===== src/rtl/lc3_decode_stage.sv =====
// LC3 pipeline decode stage: registers IR/NPC and decodes execute, memory and writeback controls.
// Optional feature: define LC3_DECODE_ILLEGAL_DET_EN to add the illegal_op output.
module lc3_decode_stage #(
  parameter int unsigned PC_W   = 16,
  parameter logic [15:0] NOP_IR = 16'h0000
) (
  input  logic            clock,
  input  logic            reset,
  input  logic            enable_decode,
  input  logic            flush,
  input  logic [15:0]     dout,
  input  logic [PC_W-1:0] npc_in,
`ifdef LC3_DECODE_ILLEGAL_DET_EN
  output logic            illegal_op,
`endif
  output logic [15:0]     IR,
  output logic [PC_W-1:0] npc_out,
  output logic [5:0]      E_control,
  output logic [1:0]      W_control,
  output logic            Mem_control,
  output logic            decode_valid
);

  localparam logic [3:0] OpBr  = 4'b0000;
  localparam logic [3:0] OpAdd = 4'b0001;
  localparam logic [3:0] OpLd  = 4'b0010;
  localparam logic [3:0] OpSt  = 4'b0011;
  localparam logic [3:0] OpJsr = 4'b0100;
  localparam logic [3:0] OpAnd = 4'b0101;
  localparam logic [3:0] OpLdr = 4'b0110;
  localparam logic [3:0] OpStr = 4'b0111;
  localparam logic [3:0] OpRti = 4'b1000;
  localparam logic [3:0] OpNot = 4'b1001;
  localparam logic [3:0] OpLdi = 4'b1010;
  localparam logic [3:0] OpSti = 4'b1011;
  localparam logic [3:0] OpJmp = 4'b1100;
  localparam logic [3:0] OpRes = 4'b1101;
  localparam logic [3:0] OpLea = 4'b1110;
  localparam logic [3:0] OpTrap = 4'b1111;

  logic [3:0] opcode;
  logic [1:0] alu_control;
  logic [1:0] pcselect1;
  logic       pcselect2;
  logic       op2select;
  logic [1:0] w_control_d;
  logic       mem_control_d;
  logic       illegal_d;

  assign opcode = dout[15:12];

  always_comb begin
    alu_control   = 2'b00;
    pcselect1     = 2'b00;
    pcselect2     = 1'b0;
    op2select     = 1'b0;
    w_control_d   = 2'b00;
    mem_control_d = 1'b0;
    illegal_d     = 1'b0;
    unique case (opcode)
      OpAdd: op2select = ~dout[5];
      OpAnd: begin
        alu_control = 2'b01;
        op2select   = ~dout[5];
      end
      OpNot: alu_control = 2'b10;
      OpBr, OpSt: begin
        pcselect1 = 2'b01;
        pcselect2 = 1'b1;
      end
      OpLd: begin
        pcselect1   = 2'b01;
        pcselect2   = 1'b1;
        w_control_d = 2'b01;
      end
      OpLdi: begin
        pcselect1     = 2'b01;
        pcselect2     = 1'b1;
        w_control_d   = 2'b01;
        mem_control_d = 1'b1;
      end
      OpSti: begin
        pcselect1     = 2'b01;
        pcselect2     = 1'b1;
        mem_control_d = 1'b1;
      end
      OpLea: begin
        pcselect1   = 2'b01;
        pcselect2   = 1'b1;
        w_control_d = 2'b10;
      end
      OpLdr: begin
        pcselect1   = 2'b10;
        w_control_d = 2'b01;
      end
      OpStr: pcselect1 = 2'b10;
      OpJmp: pcselect1 = 2'b11;
      // Unsupported opcodes load IR/NPC but carry no control activity.
      OpJsr, OpRti, OpRes, OpTrap: illegal_d = 1'b1;
      default: ;
    endcase
  end

  always_ff @(posedge clock or posedge reset) begin
    if (reset) begin
      IR           <= NOP_IR;
      npc_out      <= '0;
      E_control    <= '0;
      W_control    <= '0;
      Mem_control  <= 1'b0;
      decode_valid <= 1'b0;
    end else if (flush) begin
      IR           <= NOP_IR;
      npc_out      <= '0;
      E_control    <= '0;
      W_control    <= '0;
      Mem_control  <= 1'b0;
      decode_valid <= 1'b0;
    end else if (enable_decode) begin
      IR           <= dout;
      npc_out      <= npc_in;
      E_control    <= {alu_control, pcselect1, pcselect2, op2select};
      W_control    <= w_control_d;
      Mem_control  <= mem_control_d;
      decode_valid <= 1'b1;
    end else begin
      decode_valid <= 1'b0;
    end
  end

`ifdef LC3_DECODE_ILLEGAL_DET_EN
  always_ff @(posedge clock or posedge reset) begin
    if (reset) begin
      illegal_op <= 1'b0;
    end else if (flush) begin
      illegal_op <= 1'b0;
    end else if (enable_decode) begin
      illegal_op <= illegal_d;
    end
  end
`else
  logic unused_illegal;
  assign unused_illegal = illegal_d;
`endif

endmodule


===== config.mk =====
export PLATFORM = sky130hd
export DESIGN_NAME = lc3_decode_stage
export DESIGN_NICKNAME = d
export VERILOG_FILES = /design/src/rtl/lc3_decode_stage.sv
export SDC_FILE = /design/constraint.sdc
export NUM_CORES = 1
export LEC_CHECK = 0
export BUFFER_PORTS_ARGS = -buffer_cell sky130_fd_sc_hd__buf_2
export CORE_AREA = 2 2 67 69
export CTS_BUF_LIST = sky130_fd_sc_hd__clkbuf_8
export CTS_CLUSTER_DIAMETER = 30
export DETAILED_ROUTE_END_ITERATION = 7
export DIE_AREA = 0 0 69 71
export PLACE_DENSITY = 0.78
export REMOVE_ABC_BUFFERS = 1
export SLEW_MARGIN = 20
export SYNTH_ARGS = -nofsm -noshare
export SYNTH_HDL_FRONTEND = slang
export SYNTH_SLANG_ARGS = --single-unit

===== constraint.sdc =====
create_clock -name clock -period 1.53 [get_ports clock]
set_clock_uncertainty 0.1 [all_clocks]
set_input_delay 0.153 -clock clock [delete_from_list [all_inputs] [get_ports clock]]
set_output_delay 0.153 -clock clock [all_outputs]
set_load 0.005 [all_outputs]

==> flow_summary.json, run 1 <==
{
  "outcome": "complete, no violations",
  "clkPwrFrac_pct": 35.9,
  "numPortBuffers": 77,
  "worstPathArrival_ns": 0.83,
  "dr.first_iter.drc_count": 74,
  "clockBufferDepth": 2,
  "cp-endpoint": "npc_out[5]",
  "worstHoldStart": "dout[6]",
  "slowest_stage": "dfrtp_1",
  "crit_start": "npc_out[5]",
  "fp-row-count": 24,
  "hold_violations": 0,
  "die_w_um": 69,
  "grt_max_degree": 29,
  "fmaxAchievable_ghz": 0.922,
  "period_minus_slack_ns": 1.09,
  "switching_share_pct": 24.1,
  "core_um2": 4200,
  "cts_made_buffers": 5,
  "setup_viol_count_final": 0,
  "cts_resized": 0,
  "synth.distinct_cells": 25,
  "antenna_found_initial": 0,
  "drc_errors": 0,
  "r2r_slack_ns": 0.67,
  "wl_mm": 4.18,
  "fin_tns_setup_ns": 0,
  "r2r-start": "E_control[0]",
  "power_density_nw_per_um2": 959,
  "area_growth_pct": 38.3,
  "wl_per_cell_um": 13.9,
  "cts_setup_buffers": 0,
  "r2r-end": "E_control[0]",
  "die_h_um": 71,
  "drt_pass1_iterations": 4,
  "dr_total_vias": 1433,
  "clk_latency_ns": 0.29,
  "worst_pin_slew_ns": 0.575,
  "pwr-share-seq_pct": 49.7,
  "critPathTopFamily": "flip-flops",
  "clk_pin_slew_worst_paths_ns": 0.08,
  "worst_ep_required_time_ns": 1.28,
  "diodes": 0,
  "path_cells": "buf_2",
  "ys_ff_latch": 42,
  "num_io_pins": 78,
  "dpl.hpwl_mm": 2.77,
  "timing.final.crit_share_pct": 70.9,
  "p_switching_w": 0.000580,
  "dieArea_um2": 4900,
  "cts_tree": "yes",
  "ys_seq_area_share_pct": 58.0,
  "cts_root_buf": "clkbuf_8",
  "vdd_drop_max_mv": 0.712,
  "syn_area_per_cell_um2": 11.5,
  "startpoint_type": "flop",
  "clock-sinks": 42,
  "cp.depth": 1,
  "fin_nets": 283,
  "cp_max_fo": 2,
  "viasPerCell": 4.78,
  "final_area_um2": 2510,
  "grt_use_total_pct": 18.4,
  "intPower_w": 0.00182,
  "syn_area_um2": 1810,
  "worstSetupEndpointType": "primary output",
  "synth_cells": 157,
  "slew_violations": 0,
  "grt_pass1_wl_mm": 7.12,
  "slew_headroom_pct": 61.5,
  "gp_congestion": 0.734,
  "gr-total-overflow": 0,
  "holdWs_ns": 0.00877,
  "drive_gt1_share_pct": 37.1,
  "ant_nets": 0,
  "fin_util_pct": 59.6,
  "rsz0062_at_grt": "false",
  "h-tree-depth": 2,
  "crit_buf_inv": 1,
  "p_comb_share_pct": 14.4,
  "p_leak_nw": 1.38,
  "grt_pass1_vias": 1515,
  "rr_worst_depth": 3,
  "start_util_pct": 43.1,
  "placed_cell_area_um2": 2270,
  "critPathKind": "reg -> out",
  "holdCritPathClass": "in -> reg",
  "maxCapViolations": 0,
  "slowest_delay_ns": 0.40,
  "ys_warn_count": 0
}
-- repair_timing --
item / 4_1_cts / 5_1_grt
setup endpoints to repair: 0 / 0
hold buffers: 12 / 1
endpoints found under the hold margin: 25 / 1
-- placed cells by master (no fill, tap or decap), drive strengths merged --
| cell | instances |
|---|---|
| a311oi | 1 |
| nand2 | 2 |
| inv | 4 |
| o21ai | 2 |
| o311a | 1 |
| and2b | 1 |
| dfrtp | 42 |
| clkinv | 1 |
| or3 | 1 |
| bufinv | 1 |
| nand4bb | 1 |
| dlygate4sd3 | 13 |
| mux2i | 33 |
| nand4 | 1 |
| nand3 | 1 |
| a21oi | 4 |
| clkbuf | 5 |
| a211oi | 1 |
| nand2b | 5 |
| nor2b | 5 |
| nor3 | 1 |
| nor2 | 34 |
| nand4b | 2 |
| o22ai | 2 |
| buf | 83 |
| clkinvlp | 1 |
-- registers in the layout, indices dropped and copies added, names as in the netlist --
signal,cells
Mem_control,1
npc_out,16
decode_valid,1
IR,16
E_control,6
W_control,2
-- worst min-delay path by stage --
| stage | endpoint | cells past startpoint |
|---|---|---|
| after floorplan | E_control[1] | 1 |
| final | IR[6] | 3 |
| after global placement | npc_out[15] | 2 |
| after detailed placement | IR[1] | 2 |
| after global routing | npc_out[14] | 3 |
| after CTS | IR[6] | 3 |
-- layout make-up --
class / instances / area [um2]
clock buffers: 5 / 68.8
repair buffers: 96 / 598
inverters: 4 / 15.0
clock inverters: 3 / 41.3
well taps: 52 / 65.1
multi-input cells: 98 / 667
fillers: 358 / 1700
flip-flops and latches: 42 / 1050
-- power groups by stage --
stage	logic (W)	registers, W	clock network (W)
finish	0.000345	0.00120	0.000863
floorplan	0.000118	0.00122	0
global placement	0.000313	0.00122	0
CTS	0.000346	0.00120	0.000891
detailed placement	0.000324	0.00121	0
global route	0.000386	0.00120	0.000927
-- kinds of logic (layout without fill, tap and decap cells) --
logic type | after synthesis | in the layout | synth area share [%]
flops | 42 | 42 | 58.0
simple gates | 54 | 54 | 14.4
compound gates | 11 | 11 | 4.14
buf+inv | 17 | 108 | 5.18
mux | 33 | 33 | 18.2
-- cell usage after synthesis --
| library cell | number | share of area [%] |
|---|---|---|
| nand4bb_1 | 1 | 0.62 |
| a21oi_1 | 4 | 1.1 |
| o311a_1 | 1 | 0.55 |
| buf_6 | 2 | 1.2 |
| mux2i_1 | 33 | 18 |
| nand2b_1 | 5 | 1.7 |
| buf_4 | 3 | 1.2 |
| nand4b_1 | 2 | 0.97 |
| or3_1 | 1 | 0.35 |
| dfrtp_1 | 42 | 58 |
| and2b_1 | 1 | 0.41 |
| nor3_2 | 1 | 0.55 |
| o21ai_0 | 1 | 0.28 |
| nand3_1 | 1 | 0.28 |
| buf_2 | 3 | 0.83 |
| a211oi_1 | 1 | 0.41 |
| inv_1 | 4 | 0.83 |
| o22ai_1 | 2 | 0.69 |
| nand4_1 | 1 | 0.35 |
| nor2_1 | 34 | 7.0 |
| nand2_1 | 2 | 0.41 |
| clkbuf_1 | 5 | 1.0 |
| o21ai_1 | 1 | 0.28 |
| a311oi_2 | 1 | 0.83 |
| nor2b_1 | 5 | 1.7 |
-- per-layer routing --
metal	GRT usage [%]	vias to the layer above	wire length, um
met2	29.1	55	1970
met5	0	-	0
met1	23.1	668	1800
met3	7.26	6	348
li1	-	704	-
met4	6.54	0	59
-- metrics by stage --
step                cells  setup slack, ns  power, W
floorplan             144            0.303   0.00134
global placement      279            0.429   0.00153
detailed placement    279            0.387   0.00154
CTS                   299            0.438   0.00243
global route          300            0.418   0.00252
finish                300            0.445   0.00240
Power figures use the tool's default switching activity.
==> run 2: changes to the inputs <==
ABC_AREA = 1   (was unset)
CORE_AREA = 2 2 64 66   (was 2 2 67 69)
DIE_AREA = 0 0 66 68   (was 0 0 69 71)
PLACE_DENSITY = 0.79   (was 0.78)
clock period = 1 ns   (was 1.53 ns; I/O delays follow)
==> run 2 against run 1 <==
  * The run now ends with negative setup slack left
  * Register-to-register slack got worse by 0.67 ns
  * Routed wire length increased by 41%
  * Sequential share of layout area down 2.8 points
  * Synthesized area down 10%
  * Final cell count is 7.7% higher
  * Flip-flop and latch count is the same
  * Clock power is 62% higher
  * Setup slack worse by 0.51 ns
  * Via count up 16%
  * Die area is 8.4% lower
  * Critical path type unchanged
  * Highest routed layer unchanged
==> flow_summary.json, run 2 <==
{
  "grt_max_degree": 43,
  "intPower_w": 0.00292,
  "maxCapViolations": 0,
  "dpl.hpwl_mm": 2.66,
  "r2r-start": "IR[7]",
  "cts_tree": "yes",
  "crit_start": "npc_out[4]",
  "gp_congestion": 0.729,
  "wl_per_cell_um": 18.2,
  "ant_nets": 0,
  "synth_common_cells": "42 x dfrtp_1, 27 x a22o_1, 23 x nand2_1",
  "p_switching_w": 0.000927,
  "clkPwrFrac_pct": 36.3,
  "yosysTopAreaCell": "dfrtp_1",
  "power_w": 0.00384,
  "syn_area_um2": 1620,
  "ys_warn_count": 0,
  "dieArea_um2": 4490,
  "dr.first_iter.drc_count": 113,
  "rsz0062_at_grt": "true",
  "outcome": "complete, but fails checks",
  "synth_cells": 134,
  "slowest_delay_ns": 0.42,
  "drive_gt1_share_pct": 44.3,
  "critPathTopFamily": "flip-flops",
  "grt_pass1_vias": 1487,
  "worstPathArrival_ns": 0.87,
  "pwr-share-seq_pct": 47.8,
  "final_area_um2": 2690,
  "finalWorstSetupSlack_ns": -0.0672,
  "worstSetupEndpointType": "primary output",
  "area_growth_pct": 65.8,
  "final_common_cell": "buf_2",
  "die_w_um": 66,
  "numPortBuffers": 77,
  "switching_share_pct": 24.1,
  "synth_enable_flop_cells": 0,
  "hold_violations": 0,
  "period_minus_slack_ns": 1.07,
  "slew_headroom_pct": 83.4,
  "path_cells": "buf_2",
  "num_io_pins": 78,
  "ys.flop_type": "dfrtp_1",
  "syn_area_per_cell_um2": 12.1,
  "critPathKind": "reg -> out",
  "cts_made_buffers": 5,
  "ys_seq_area_share_pct": 64.8,
  "setup_viol_count_final": 34,
  "fp-row-count": 23,
  "holdCritPathClass": "in -> reg",
  "antenna_found_initial": 0,
  "synth.most_common_cell": "dfrtp_1",
  "worst_ep_required_time_ns": 0.80,
  "cts_root_buf": "clkbuf_8",
  "cp_max_fo": 2,
  "grt_pass1_wl_mm": 6.86,
  "clockBufferDepth": 2,
  "die_h_um": 68,
  "worst_pin_slew_ns": 0.247,
  "drt_pass1_iterations": 4,
  "p_leak_nw": 1.52,
  "viasPerCell": 5.15,
  "dr_total_vias": 1662,
  "fmaxAchievable_ghz": 0.937,
  "post-place-ws_ns": -0.0168,
  "slew_violations": 0,
  "crit_buf_inv": 1,
  "mostFrequentLayoutCells": "77 x buf_2, 42 x dfrtp_1, 30 x dlygate4sd3_1, 29 x buf_4, 27 x a22o_1",
  "synth.top_cell.area_share_pct": 64.8,
  "wl_mm": 5.89,
  "core_um2": 3860,
  "timing.final.crit_share_pct": 107,
  "startpoint_type": "flop",
  "gr-total-overflow": 0,
  "async_reset_ff_share_pct": 100,
  "h-tree-depth": 2,
  "vdd_drop_max_mv": 0.834,
  "start_util_pct": 42.1,
  "ys_ff_latch": 42,
  "violations": "negative setup slack",
  "worstHoldStart": "dout[14]",
  "synth.area.top_cells": "dfrtp_1 65%, a22o_1 15%, nand2_1 5.3%",
  "clk_pin_slew_worst_paths_ns": 0.09,
  "fin_nets": 309,
  "top_regs": "IR x16, npc_out x16, E_control x6",
  "diodes": 0,
  "holdWs_ns": 0.0228,
  "drc_errors": 0,
  "p_comb_share_pct": 15.8,
  "clock-sinks": 42,
  "placed_cell_area_um2": 2080,
  "grt_use_total_pct": 20.6,
  "synth.distinct_cells": 17,
  "power_density_nw_per_um2": 1430,
  "slowest_stage": "dfrtp_1",
  "clk_latency_ns": 0.28
}
run 2: power groups by stage:
stage | registers (W) | logic, W | clock network, W
after detailed placement | 0.00186 | 0.000409 | 0
after CTS | 0.00183 | 0.000527 | 0.00136
after floorplan | 0.00187 | 0.000153 | 0
after global placement | 0.00186 | 0.000400 | 0
after global routing | 0.00185 | 0.000655 | 0.00147
final | 0.00184 | 0.000608 | 0.00140
run 2: worst paths after layout:
kind,endpoint,slack (ns),depth (start not counted)
setup reg to reg,IR[7],0,2
min in group asynchronous,IR[0],0.33,4
hold / removal,E_control[4],0.02,3
max in group asynchronous,IR[14],0.27,4
setup / recovery,npc_out[4],-0.07,1
hold reg to reg,E_control[1],0.38,2
run 2: through the flow:
step | instances | utilization, % | TNS (ns)
finish | 323 | 69.7 | -0.852
global route | 323 | 69.7 | -1.93
CTS | 307 | 66.6 | -0.133
detailed placement | 260 | 54.0 | -0.0168
global placement | 260 | 54.0 | 0
floorplan | 127 | - | -18.10
run 2: timing repair:
| action | in CTS | in global routing |
|---|---|---|
| hold buffers | 30 | 0 |
| hold endpoints to repair | 71 | 0 |
| gates resized for setup | 0 | 0 |
| endpoints found under the setup margin | 19 | 43 |
| buffers inserted | 10 | 16 |
| pin swaps | 0 | 1 |
run 2: cells by family after synthesis:
group,share of synthesized area [%]
DFF,64.8
and+or+nand+nor,11.3
AOI/OAI and AO/OA,17.4
buffers and inverters,6.48
run 2: area by class of cell:
class	instances	area, um2
clock buffer	6	82.6
inverter	9	33.8
clock inverter	1	30.0
tap	50	62.6
fill	270	1170
timing repair buffer	139	963
sequential	42	1050
multi-input combinational	76	465
run 2: routing by layer:
| layer | GRT usage [%] | routed length [um] | vias to the layer above |
|---|---|---|---|
| met5 | 0 | 0 | - |
| met3 | 4.93 | 522 | 18 |
| met4 | 7.65 | 192 | 0 |
| met1 | 25.1 | 2300 | 791 |
| li1 | - | - | 740 |
| met2 | 35.7 | 2880 | 113 |
==> run 3: changes to the inputs <==
MAX_ROUTING_LAYER = met4   (was unset)
PLACE_DENSITY = 0.87   (was 0.79)
==> run 3 against run 2 <==
  * The run still ends with negative setup slack left
  * Global-route usage shrank 1.3 points
  * Die area is the same
  * Critical path depth is the same
  * Final cell count shrank 2.8%
  * Critical path type unchanged
  * Critical endpoint is now W_control[0]
  * Largest cell class unchanged
  * Largest power group unchanged
  * Highest routed layer unchanged
==> flow_summary.json, run 3 (same netlist as run 2, synthesis figures left out) <==
{
  "outcome": "complete, but fails checks",
  "violations": "negative setup slack",
  "antenna_found_initial": 0,
  "holdWs_ns": 0.0182,
  "dr.first_iter.drc_count": 117,
  "viasPerCell": 4.69,
  "die_w_um": 66,
  "worstHoldStart": "dout[14]",
  "final_common_cell": "buf_2",
  "cts_tree": "yes",
  "cts_root_buf": "clkbuf_8",
  "dieArea_um2": 4490,
  "clk_latency_ns": 0.28,
  "worst_ep_required_time_ns": 0.80,
  "holdCritPathClass": "in -> reg",
  "p_leak_nw": 1.46,
  "dpl.hpwl_mm": 2.46,
  "period_minus_slack_ns": 1.02,
  "critPathTopFamily": "flip-flops",
  "crit_buf_inv": 1,
  "maxCapViolations": 0,
  "die_h_um": 68,
  "worst_pin_slew_ns": 0.333,
  "gp_congestion": 0.826,
  "gr-total-overflow": 0,
  "area_growth_pct": 60.2,
  "drt_pass1_iterations": 4,
  "h-tree-depth": 2,
  "dr_total_vias": 1474,
  "grt_max_degree": 41,
  "fin_tns_setup_ns": -0.0695,
  "dp.cells": 259,
  "rsz0062_at_grt": "true",
  "slowest_delay_ns": 0.40,
  "wl_per_cell_um": 13.3,
  "slowest_stage": "dfrtp_1",
  "slew_violations": 0,
  "whs_endpoint": "E_control[4]",
  "grt_pass1_wl_mm": 6.22,
  "slew_headroom_pct": 77.8,
  "timing.final.crit_share_pct": 102,
  "grt_use_total_pct": 19.3,
  "power_w": 0.00363,
  "hold_violations": 0,
  "cp.depth": 1,
  "worstSetupEndpointType": "primary output",
  "r2r-start": "IR[11]",
  "wl_mm": 4.19,
  "worstPathArrival_ns": 0.82,
  "start_util_pct": 42.1,
  "drc_errors": 0,
  "post-place-ws_ns": 0.0355,
  "numPortBuffers": 77,
  "diodes": 0,
  "clk_pin_slew_worst_paths_ns": 0.08,
  "clock-sinks": 42,
  "whs_path_depth": 3,
  "power_density_nw_per_um2": 1400,
  "cts_made_buffers": 5,
  "mostFrequentLayoutCells": "77 x buf_2, 42 x dfrtp_1, 30 x dlygate4sd3_1, 27 x a22o_1, 23 x nand2_1",
  "finalWorstSetupSlack_ns": -0.0158,
  "startpoint_type": "flop",
  "final_cells": 314,
  "path_cells": "buf_2",
  "vdd_drop_max_mv": 0.707,
  "cts_resized": 0,
  "num_io_pins": 78,
  "top_regs": "IR x16, npc_out x16, E_control x6",
  "cp_max_fo": 2,
  "setup_viol_count_final": 12,
  "grt_pass1_vias": 1374,
  "core_um2": 3860,
  "fmaxAchievable_ghz": 0.984,
  "drive_gt1_share_pct": 42.4,
  "r2r_slack_ns": 0.06,
  "fp-row-count": 23,
  "fin_nets": 299,
  "rr_worst_depth": 2,
  "critPathKind": "reg -> out",
  "ant_nets": 0,
  "clockBufferDepth": 2,
  "r2r-end": "IR[11]"
}
[run 3: routing by layer]
| layer | part of all wire, % | GRT usage [%] | routed length (um) |
|---|---|---|---|
| met2 | 49 | 32.4 | 2050 |
| met1 | 44 | 22.7 | 1830 |
| met5 | 0 | - | 0 |
| met3 | 5.6 | 4.44 | 236 |
| met4 | 1.6 | 7.65 | 68 |
[run 3: layout make-up]
cell class                 instances  area (um2)
clock buffer                       5        68.8
tap                               50        62.6
fill                             298        1260
inverter                           9        33.8
sequential                        42        1050
multi-input combinational         76         465
timing repair buffer             129         876
clock inverter                     3        40.0
[run 3: worst max-delay path by stage]
stage / slack [ns] / startpoint / to
2_1_floorplan: -0.29 / flush / IR[0]
3_3_place_gp: 0.05 / flush / Mem_control
3_5_place_dp: 0.04 / flush / E_control[5]
4_1_cts: -0.03 / W_control[0] / W_control[0]
5_1_grt: -0.05 / IR[2] / IR[2]
6_report: -0.02 / W_control[0] / W_control[0]
[run 3: metrics by stage]
step	util [%]	instance area, um2
floorplan	-	1550
global placement	53.4	2060
detailed placement	53.4	2060
CTS	66.0	2540
global route	67.4	2600
finish	67.4	2600
[run 3: tightest hold or removal path, stage by stage]
cell and delay (ns):
buf_2 0.14, nand2_1 0.07, o21ai_1 0.06
[run 3: repair_timing]
action | CTS | global route
pin swaps | 0 | 0
setup buffers | 10 | 7
hold buffers | 30 | 0
hold endpoints to repair | 72 | 0
setup endpoints to repair | 35 | 42
[run 3: report_power, final]
part           internal (W)  switching, W  leakage [nW]  total [W]
Combinational      0.000302      0.000231         0.840   0.000533
Sequential          0.00178     0.0000432         0.562    0.00183
Clock              0.000734      0.000542        0.0579    0.00128
Total               0.00282      0.000816          1.46    0.00363
